$ cat src/rtl/mdu_iter.sv
// mdu_iter: iterative multiply/divide unit with HI/LO registers.
//
// It sits beside the EX-stage ALU. It accepts MULT/MULTU/DIV/DIVU and runs a
// radix-2 shift-add (multiply) or restoring shift-subtract (divide) loop over
// WIDTH cycles. A FIX cycle then applies sign correction and writes HI/LO.
// MTHI/MTLO write HI/LO directly from operand a in a single cycle.
//
// Optional build macro: MDU_EARLY_OUT_EN. When defined, an accepted MULT/DIV
// with a zero operand skips the iteration loop and goes straight to FIX.
//
// Ports:
//   clk          system clock, rising edge
//   rst          asynchronous active-high reset
//   start        op request, sampled in IDLE
//   op[2:0]      000 MULT, 001 MULTU, 010 DIV, 011 DIVU, 100 MTHI, 101 MTLO,
//                11x reserved (ignored)
//   a, b         rs / rt operands (already forwarded)
//   flush        aborts an in-flight op; also blocks acceptance in IDLE
//   busy         high while an op is iterating or being finalised
//   done         one-cycle pulse when MULT/DIV results land in HI/LO
//   div_by_zero  one-cycle pulse alongside done for a divide with b == 0
//   hi, lo       HI / LO registers
module mdu_iter #(
  parameter int WIDTH = 32,
  parameter int CNT_W = 6
) (
  input  logic             clk,
  input  logic             rst,
  input  logic             start,
  input  logic [2:0]       op,
  input  logic [WIDTH-1:0] a,
  input  logic [WIDTH-1:0] b,
  input  logic             flush,
  output logic             busy,
  output logic             done,
  output logic             div_by_zero,
  output logic [WIDTH-1:0] hi,
  output logic [WIDTH-1:0] lo
);

  typedef enum logic [1:0] {S_IDLE, S_CALC, S_FIX} state_t;

  localparam logic [CNT_W-1:0] LAST_CNT = CNT_W'(WIDTH - 1);

  // Magnitude of a W-bit value, treating it as two's complement when sgn=1.
  function automatic logic [WIDTH-1:0] abs_w(input logic [WIDTH-1:0] x,
                                             input logic sgn);
    logic signed [WIDTH-1:0] xs;
    xs = x;
    if (sgn && (xs < 0)) return -xs;
    return x;
  endfunction

  function automatic logic [WIDTH-1:0] neg_w(input logic [WIDTH-1:0] x,
                                             input logic en);
    return en ? -x : x;
  endfunction

  function automatic logic [2*WIDTH-1:0] neg_2w(input logic [2*WIDTH-1:0] x,
                                                input logic en);
    return en ? -x : x;
  endfunction

  state_t state, state_nx;

  logic             is_md, is_mt, op_sgn;
  logic             accept, mt_wr, step, commit;
  logic [WIDTH-1:0] a_mag, b_mag;

  // Latched operation context.
  logic                 is_div_r;
  logic                 neg_r;     // negate product / quotient
  logic                 rneg_r;    // negate remainder (dividend was negative)
  logic                 dz_r;      // divisor was zero
  logic [WIDTH-1:0]     a_r;       // original dividend, returned in HI on /0
  logic [CNT_W-1:0]     cnt;
  // Multiply: acc_r = running product, mc_r = shifted multiplicand,
  // mp_r = remaining multiplier bits.
  // Divide: acc_r = {remainder, dividend/quotient}, mc_r[WIDTH-1:0] = divisor.
  logic [2*WIDTH-1:0]   acc_r, mc_r;
  logic [WIDTH-1:0]     mp_r;

  logic [WIDTH:0]       rem_sh;
  logic [WIDTH-1:0]     rem_diff;
  logic                 rem_ge;
  logic [2*WIDTH-1:0]   prod_fix;
  logic [WIDTH-1:0]     res_hi, res_lo;

  assign is_md  = ~op[2];
  assign is_mt  = (op[2:1] == 2'b10);
  assign op_sgn = ~op[0];
  assign a_mag  = abs_w(a, op_sgn);
  assign b_mag  = abs_w(b, op_sgn);

  // State register
  always_ff @(posedge clk or posedge rst) begin
    if (rst) state <= S_IDLE;
    else     state <= state_nx;
  end

  // Next-state logic
  always_comb begin
    state_nx = state;
    case (state)
      S_IDLE: begin
        if (start && !flush && is_md) begin
`ifdef MDU_EARLY_OUT_EN
          state_nx = ((a == '0) || (b == '0)) ? S_FIX : S_CALC;
`else
          state_nx = S_CALC;
`endif
        end
      end
      S_CALC: begin
        if (flush)                state_nx = S_IDLE;
        else if (cnt == LAST_CNT) state_nx = S_FIX;
      end
      S_FIX:   state_nx = S_IDLE;
      default: state_nx = S_IDLE;
    endcase
  end

  // Output / control strobes
  always_comb begin
    busy   = (state == S_CALC) || (state == S_FIX);
    accept = (state == S_IDLE) && start && !flush && is_md;
    mt_wr  = (state == S_IDLE) && start && !flush && is_mt;
    step   = (state == S_CALC) && !flush;
    commit = (state == S_FIX) && !flush;
  end

  // Restoring-divide step: shift one dividend bit into the partial remainder
  // and subtract the divisor if it fits. Since remainder < divisor, the
  // difference always fits in WIDTH bits when the subtraction is taken.
  always_comb begin
    rem_sh   = {acc_r[2*WIDTH-1:WIDTH], acc_r[WIDTH-1]};
    rem_ge   = (rem_sh >= {1'b0, mc_r[WIDTH-1:0]});
    rem_diff = rem_sh[WIDTH-1:0] - mc_r[WIDTH-1:0];
  end

  // Final sign correction and result selection
  always_comb begin
    prod_fix = neg_2w(acc_r, neg_r);
    if (!is_div_r) begin
      res_hi = prod_fix[2*WIDTH-1:WIDTH];
      res_lo = prod_fix[WIDTH-1:0];
    end else if (dz_r) begin
      res_hi = a_r;
      res_lo = '1;
    end else begin
      res_hi = neg_w(acc_r[2*WIDTH-1:WIDTH], rneg_r);
      res_lo = neg_w(acc_r[WIDTH-1:0], neg_r);
    end
  end

  // Datapath and HI/LO
  always_ff @(posedge clk or posedge rst) begin
    if (rst) begin
      done        <= 1'b0;
      div_by_zero <= 1'b0;
      is_div_r    <= 1'b0;
      neg_r       <= 1'b0;
      rneg_r      <= 1'b0;
      dz_r        <= 1'b0;
      a_r         <= '0;
      cnt         <= '0;
      acc_r       <= '0;
      mc_r        <= '0;
      mp_r        <= '0;
      hi          <= '0;
      lo          <= '0;
    end else begin
      done        <= commit;
      div_by_zero <= commit && is_div_r && dz_r;
      if (accept) begin
        is_div_r <= op[1];
        neg_r    <= op_sgn && (a[WIDTH-1] ^ b[WIDTH-1]);
        rneg_r   <= op_sgn && a[WIDTH-1];
        dz_r     <= (b == '0);
        a_r      <= a;
        cnt      <= '0;
        acc_r    <= op[1] ? {{WIDTH{1'b0}}, a_mag} : '0;
        mc_r     <= op[1] ? {{WIDTH{1'b0}}, b_mag} : {{WIDTH{1'b0}}, a_mag};
        mp_r     <= b_mag;
      end else if (step) begin
        cnt <= cnt + CNT_W'(1);
        if (is_div_r) begin
          acc_r <= {(rem_ge ? rem_diff : rem_sh[WIDTH-1:0]),
                    acc_r[WIDTH-2:0], rem_ge};
        end else begin
          acc_r <= acc_r + (mp_r[0] ? mc_r : '0);
          mc_r  <= mc_r << 1;
          mp_r  <= mp_r >> 1;
        end
      end
      if (mt_wr && !op[0]) hi <= a;
      if (mt_wr &&  op[0]) lo <= a;
      if (commit) begin
        hi <= res_hi;
        lo <= res_lo;
      end
    end
  end

endmodule

$ cat config.mk
export PLATFORM = sky130hd
export DESIGN_NAME = mdu_iter
export DESIGN_NICKNAME = d
export VERILOG_FILES = /design/src/rtl/mdu_iter.sv
export SDC_FILE = /design/constraint.sdc
export NUM_CORES = 1
export LEC_CHECK = 0
export CORE_MARGIN = 4
export CORE_UTILIZATION = 40
export DETAILED_ROUTE_END_ITERATION = 6
export HOLD_SLACK_MARGIN = 0.03
export PLACE_DENSITY = 0.62
export SLEW_MARGIN = 20
export SYNTH_ARGS = -nofsm -noshare
export SYNTH_HDL_FRONTEND = slang
export SYNTH_SLANG_ARGS = --single-unit
$ cat constraint.sdc
create_clock -name clk -period 8 [get_ports clk]
set_input_delay 0.8 -clock clk [delete_from_list [all_inputs] [get_ports clk]]
set_output_delay 0.8 -clock clk [all_outputs]
set_load 0.005 [all_outputs]
Word-level counts from Yosys, hierarchy flattened

Index checks and enable logic that the tools add are counted.

Flip-flop bits (word level): 270
Bits of input ports: 71
Output and inout port bits: 67

Add/subtract/negate cells: 8
Order comparisons: 3
Equality and inequality tests: 7
Muxes and demuxes: 36
Bitwise logic cells: 3
Reduce and logical (&&, ||, !) cells: 26

Operator list:

| kind                  | number |
|---|---|
| $mux W32              | 20 |
| $mux W64              | 8 |
| $neg A32 Y32          | 4 |
| $add A64 B64 Y64      | 1 |
| $lt A32 B1 Y1 const B | 2 |
| $neg A64 Y64          | 1 |
| $ge A33 B32 Y1        | 1 |
| $logic_not A32 Y1     | 1 |
| $sub A32 B32 Y32      | 1 |
| $logic_and A1 B1 Y1   | 16 |
| $mux W6               | 2 |
| $add A6 B1 Y6 const B | 1 |
| $eq A6 B5 Y1 const B  | 1 |
| $mux W2               | 3 |
| $reduce_bool A2 Y1    | 3 |
| $eq A2 B2 Y1 const B  | 2 |
| $ne A2 B2 Y1 const B  | 2 |
| $pmux W2 S2           | 1 |
| $reduce_and A2 Y1     | 2 |
| $ne A3 B3 Y1 const B  | 1 |
| $eq A2 B1 Y1 const B  | 1 |
| $logic_not A1 Y1      | 2 |
| $logic_not A2 Y1      | 1 |
| $mux W1               | 2 |
| 3 further kinds       | 4 |

Logic depth before layout (Yosys ltp)

Word-level depth: 7
Mapped depth: 15
Depth with buffers taken out: 14

Worst setup path after synthesis

OpenSTA, ideal clock, no wires.

Kind: register to register
Start point: register mp_r[0]
End point: register acc_r[49]
Arrival time: 3.538 ns
Required time: 7.874 ns
Path slack: 4.336 ns
Cell stages (with the launch flop): 16
Path buffers: 3
Clock period less this slack: 3.664 ns
Cells stage by stage: dfrtp_1 -> clkbuf_1 -> clkbuf_1 -> and2_1 -> ha_1 -> clkbuf_1 -> o21ai_0 -> a21oi_1 -> nand2b_1 -> o41ai_1 -> o31a_1 -> o41ai_1 -> a41oi_1 -> o21ai_0 -> xnor2_1 -> a221o_1

Word-level cells in the longest chain between the ends: 5

Ends and longest elaborated chain:

| item                   | line | RTL |
|---|---|---|
| start, declared        | 81   | `logic [WIDTH-1:0] mp_r;` |
| start signal, assigned | 184  | `mp_r <= b_mag;` |
| start signal, assigned | 193  | `mp_r <= mp_r >> 1;` |
| $mux W64               | 191  | `acc_r <= acc_r + (mp_r[0] ? mc_r : '0);` |
| $add A64 B64 Y64       | 191  |  |
| $mux W64               | 187  | `if (is_div_r) begin` |
| $mux W64               | 185  | `end else if (step) begin` |
| $mux W64               | 175  | `if (accept) begin` |
| end signal, assigned   | 182  | `acc_r <= op[1] ? {{WIDTH{1'b0}}, a_mag} : '0;` |
| end signal, assigned   | 188  | `acc_r <= {(rem_ge ? rem_diff : rem_sh[WIDTH-1:0]),` |
| end signal, assigned   | 191  |  |
| end, declared          | 80   | `logic [2*WIDTH-1:0] acc_r, mc_r;` |

Every way passes these cells. The select of a mux whose other input is x is not followed.
A chain may end at the register's enable or synchronous reset.

Worst setup path after layout

Ends and elaborated chain as after synthesis.

==> results.md <==
- Hpwl dp: 64500 µm
- Num rows: 86
- Maximum count of clock buffers along a single path: 3
- Number of antenna violations at the first check in global routing: 0
- Count of input and output buffers: 137
- Count of warnings emitted by yosys: 0
- Mean routed wirelength per cell: 23.4 µm
- Net Sw Power: 0.00513 W
- Signal arrival time at the worst endpoint: 5.08 ns
- Post-synthesis sequential area ratio: 30.0%
- End of the worst register-to-register path: acc_r[49]
- Resized cells post-CTS: 0
- Area inside the core boundary: 0.0554 mm²
- Mapped Area: 0.0225 mm²
- Final weighted congestion in routability-driven placement: 0.987
- Power share of the sequential group: 26.8%
- Max transition margin: 29.6%
- First-pass GRT wire length: 131000 µm
- Kind of critical path: reg2reg
- Fmax: 0.216 GHz
- Max incr delay on CP: 0.82 ns
- Highest fanout seen on the critical path: 64
- Net switching fraction of the power: 48.9%
- Cells after Synth: 2944
- TritonCTS clock tree: yes
- H-tree lvl count: 2
- Post-synth top flop: dfrtp_1
- Number of I/O pins: 138
- Die area: 0.0601 mm²
- Final period utilization: 57.9%
- Cell area reported after detailed placement: 0.0243 mm²
- Total via count in the routed design: 22500
- Layout Skew: 0.0230 ns
- Most prevalent standard cell on the critical path: o41ai_1
- Number of buffers added for setup after CTS: 0
- Hold Path Depth: 2
- Crit path required time: 8.45 ns
- Number of nets in the layout: 3103
- Share of cells above drive strength 1: 4.51%
- Distinct cell type count of the synthesized netlist: 80
- Critical path capture point type: register
- Crit path max-delay cell type: o41ai_1
- Kind of launch point of the worst setup path: register
- Wire length reported by the detailed router: 86700 µm
- Inserted Diodes: 0
- Total clock buffers created by CTS: 35
- Reg clk slew, reported paths: 0.06 ns
- First-pass iteration count of the detailed router: 6
- Remaining global-route overflow: 0
- Worst Hold End: a_r[29]
- Number of flops mapped to enable cells by yosys: 0
- Int Pwr: 0.00537 W
- Via count of the first global-routing pass: 21100
- Initial detailed-routing violation count: 2062
- Number of sinks handled by clock tree synthesis: 270
- Synth async-reset ratio: 100%
- Combinational share of power: 57.3%
- Setup repair after global routing missed its margin: no
- Final period demand of the worst path: 4.63 ns
- Chip Height: 245 µm
- Max-cap check violation count: 0
- Via-to-Cell Ratio: 6.08
- Most common cell after layout, fill and taps aside: nand2_1
- Worst Max-Slew Pin Slew: 1.05 ns
- Initial cell density of the core: 40.6%
- Number of max-slew violations in the final report: 0
- Non-Filler Cell Area, Final: 0.0254 mm²
- Launch instance of the worst min-delay path: a_r[29]
- Final setup violating endpoints: 0
- Source of the worst register-to-register timing path: mp_r[0]
- Total count of hold-check failures in the final report: 0
- Signed area change from the synthesized netlist to the final layout: 13.1%
- Total negative slack for setup checks: 0 ns
- Antenna Nets Post-Route: 0
- Fill count: 5457
- Net count after synthesis: 3120
- Library cell used as clock root buffer: clkbuf_16
- Power share of the clock group: 15.9%
- Hold-fix buffers at CTS: 0
- Post-synthesis area per instance: 7.64 µm²
- PD cells: 413 mW/mm²
- Outcome: finished, final reports clean
- Total GRT Usage: 27.9%
- Setup slack on the worst flop-to-flop path: 3.37 ns
- Clock latency at the later pin of the worst-skew pair: 0.57 ns
- Min-delay worst type: reg2reg
- Commonest cells after routing, fill and taps aside: nand2_1, a21oi_1, dfrtp_1, o21ai_0, nor2_1
- Number of remaining DRC errors: 0
- Number of cells traversed by the worst register-to-register path: 13
- Number of storage elements in the synthesis netlist: 270
- Leakage Power: 10.8 nW
- Cells along the critical path: buf_4, and2_1, ha_1, a21o_1, o211ai_1, a211oi_1, o41ai_1, o31a_1, o41ai_1, a41oi_1, o21ai_0, xnor2_1, a221o_1
- Worst IR drop on VDD: 0.163 mV
- Maximum number of pins on one net before global-route repair: 155
- Width of the die: 245 µm
## flip-flops by register name, indices dropped and copies added, names as in the netlist, 2 cells and up
signal	flops
mc_r	64
state	2
acc_r	64
lo	32
hi	32
cnt	6
a_r	32
mp_r	32
## metrics by stage
stage	hold WS, ns	total power [W]	instances	worst slack (ns)	utilization [%]
final	0.477	0.0105	3699	3.37	45.9
after global routing	0.493	0.0112	3699	3.15	45.9
after CTS	0.480	0.0104	3699	3.41	45.9
after detailed placement	0.464	0.00872	3638	3.41	43.8
after global placement	0.458	0.00864	3638	3.44	43.8
after floorplan	0.445	0.00665	2944	3.63	-
## power groups by stage
stage / clock [W] / combinational, W / sequential, W
global route: 0.00175 / 0.00659 / 0.00288
CTS: 0.00170 / 0.00595 / 0.00278
global placement: 0 / 0.00586 / 0.00277
finish: 0.00167 / 0.00602 / 0.00282
detailed placement: 0 / 0.00592 / 0.00280
floorplan: 0 / 0.00428 / 0.00237
## worst max-delay path by stage
stage             from        end  slack (ns)  cells past startpoint
2_1_floorplan      rst     a_r[0]        3.63                      1
3_3_place_gp   mp_r[0]  acc_r[49]        3.44                     13
3_5_place_dp   mp_r[0]  acc_r[61]        3.41                     13
4_1_cts        mp_r[0]  acc_r[61]        3.41                     13
5_1_grt        mp_r[0]  acc_r[61]        3.15                     13
6_report       mp_r[0]  acc_r[49]        3.37                     13
## logic make-up (layout without fill, tap and decap cells)
family,after synthesis,count (layout),share of synthesized area (%)
buffers and inverters,294,301,4.96
xor gates and xnor gates,212,212,8.25
AOI/OAI and AO/OA,885,885,24.9
adders and majority gates,105,105,5.91
muxes,86,86,3.86
DFF,270,270,30.0
and+or+nand+nor,1092,1092,22.1
## layer usage
metal  vias to the layer above  routed length, µm  global-route usage, %
met5                         -                  0                      0
met4                         0               3560                   10.5
met3                       136               6940                   3.97
met2                      1024              37000                   41.7
met1                     10900              39300                   40.7
li1                      10500                  -                      -
## Yosys cell counts (56+ instances only)
cell type  instances  area, µm²
nand2_1          565       2120
a21oi_1          271       1360
dfrtp_1          270       6760
o21ai_0          202       1010
clkbuf_1         198        743
nor2_1           183        687
xnor2_1          106        928
xor2_1           106        928
ha_1             103       1290
mux2i_1           80        801
inv_1             71        267
and2_1            70        438
o211ai_1          56        420
## worst max-delay path, delay by kind of cell (launching register included)
family / cells / cell delay (ns)
AO/OA/AOI/OAI: 9 / 3.11
buffers and inverters: 1 / 0.31
XOR/XNOR: 1 / 0.10
flip-flops: 1 / 0.37
adder cells (fa/ha/maj): 1 / 0.38
AND/OR/NAND/NOR: 1 / 0.23
## cell type report
class	instances	area, µm²	area share [%]
Tap cell	748	936	3.68
Sequential cell	270	6760	26.6
Clock buffer	44	951	3.74
Inverter	72	274	1.08
Clock inverter	17	234	0.920
Timing Repair Buffer	168	1610	6.33
Multi-Input combinational cell	2380	14700	57.7
(Power assumes the default switching activity.)
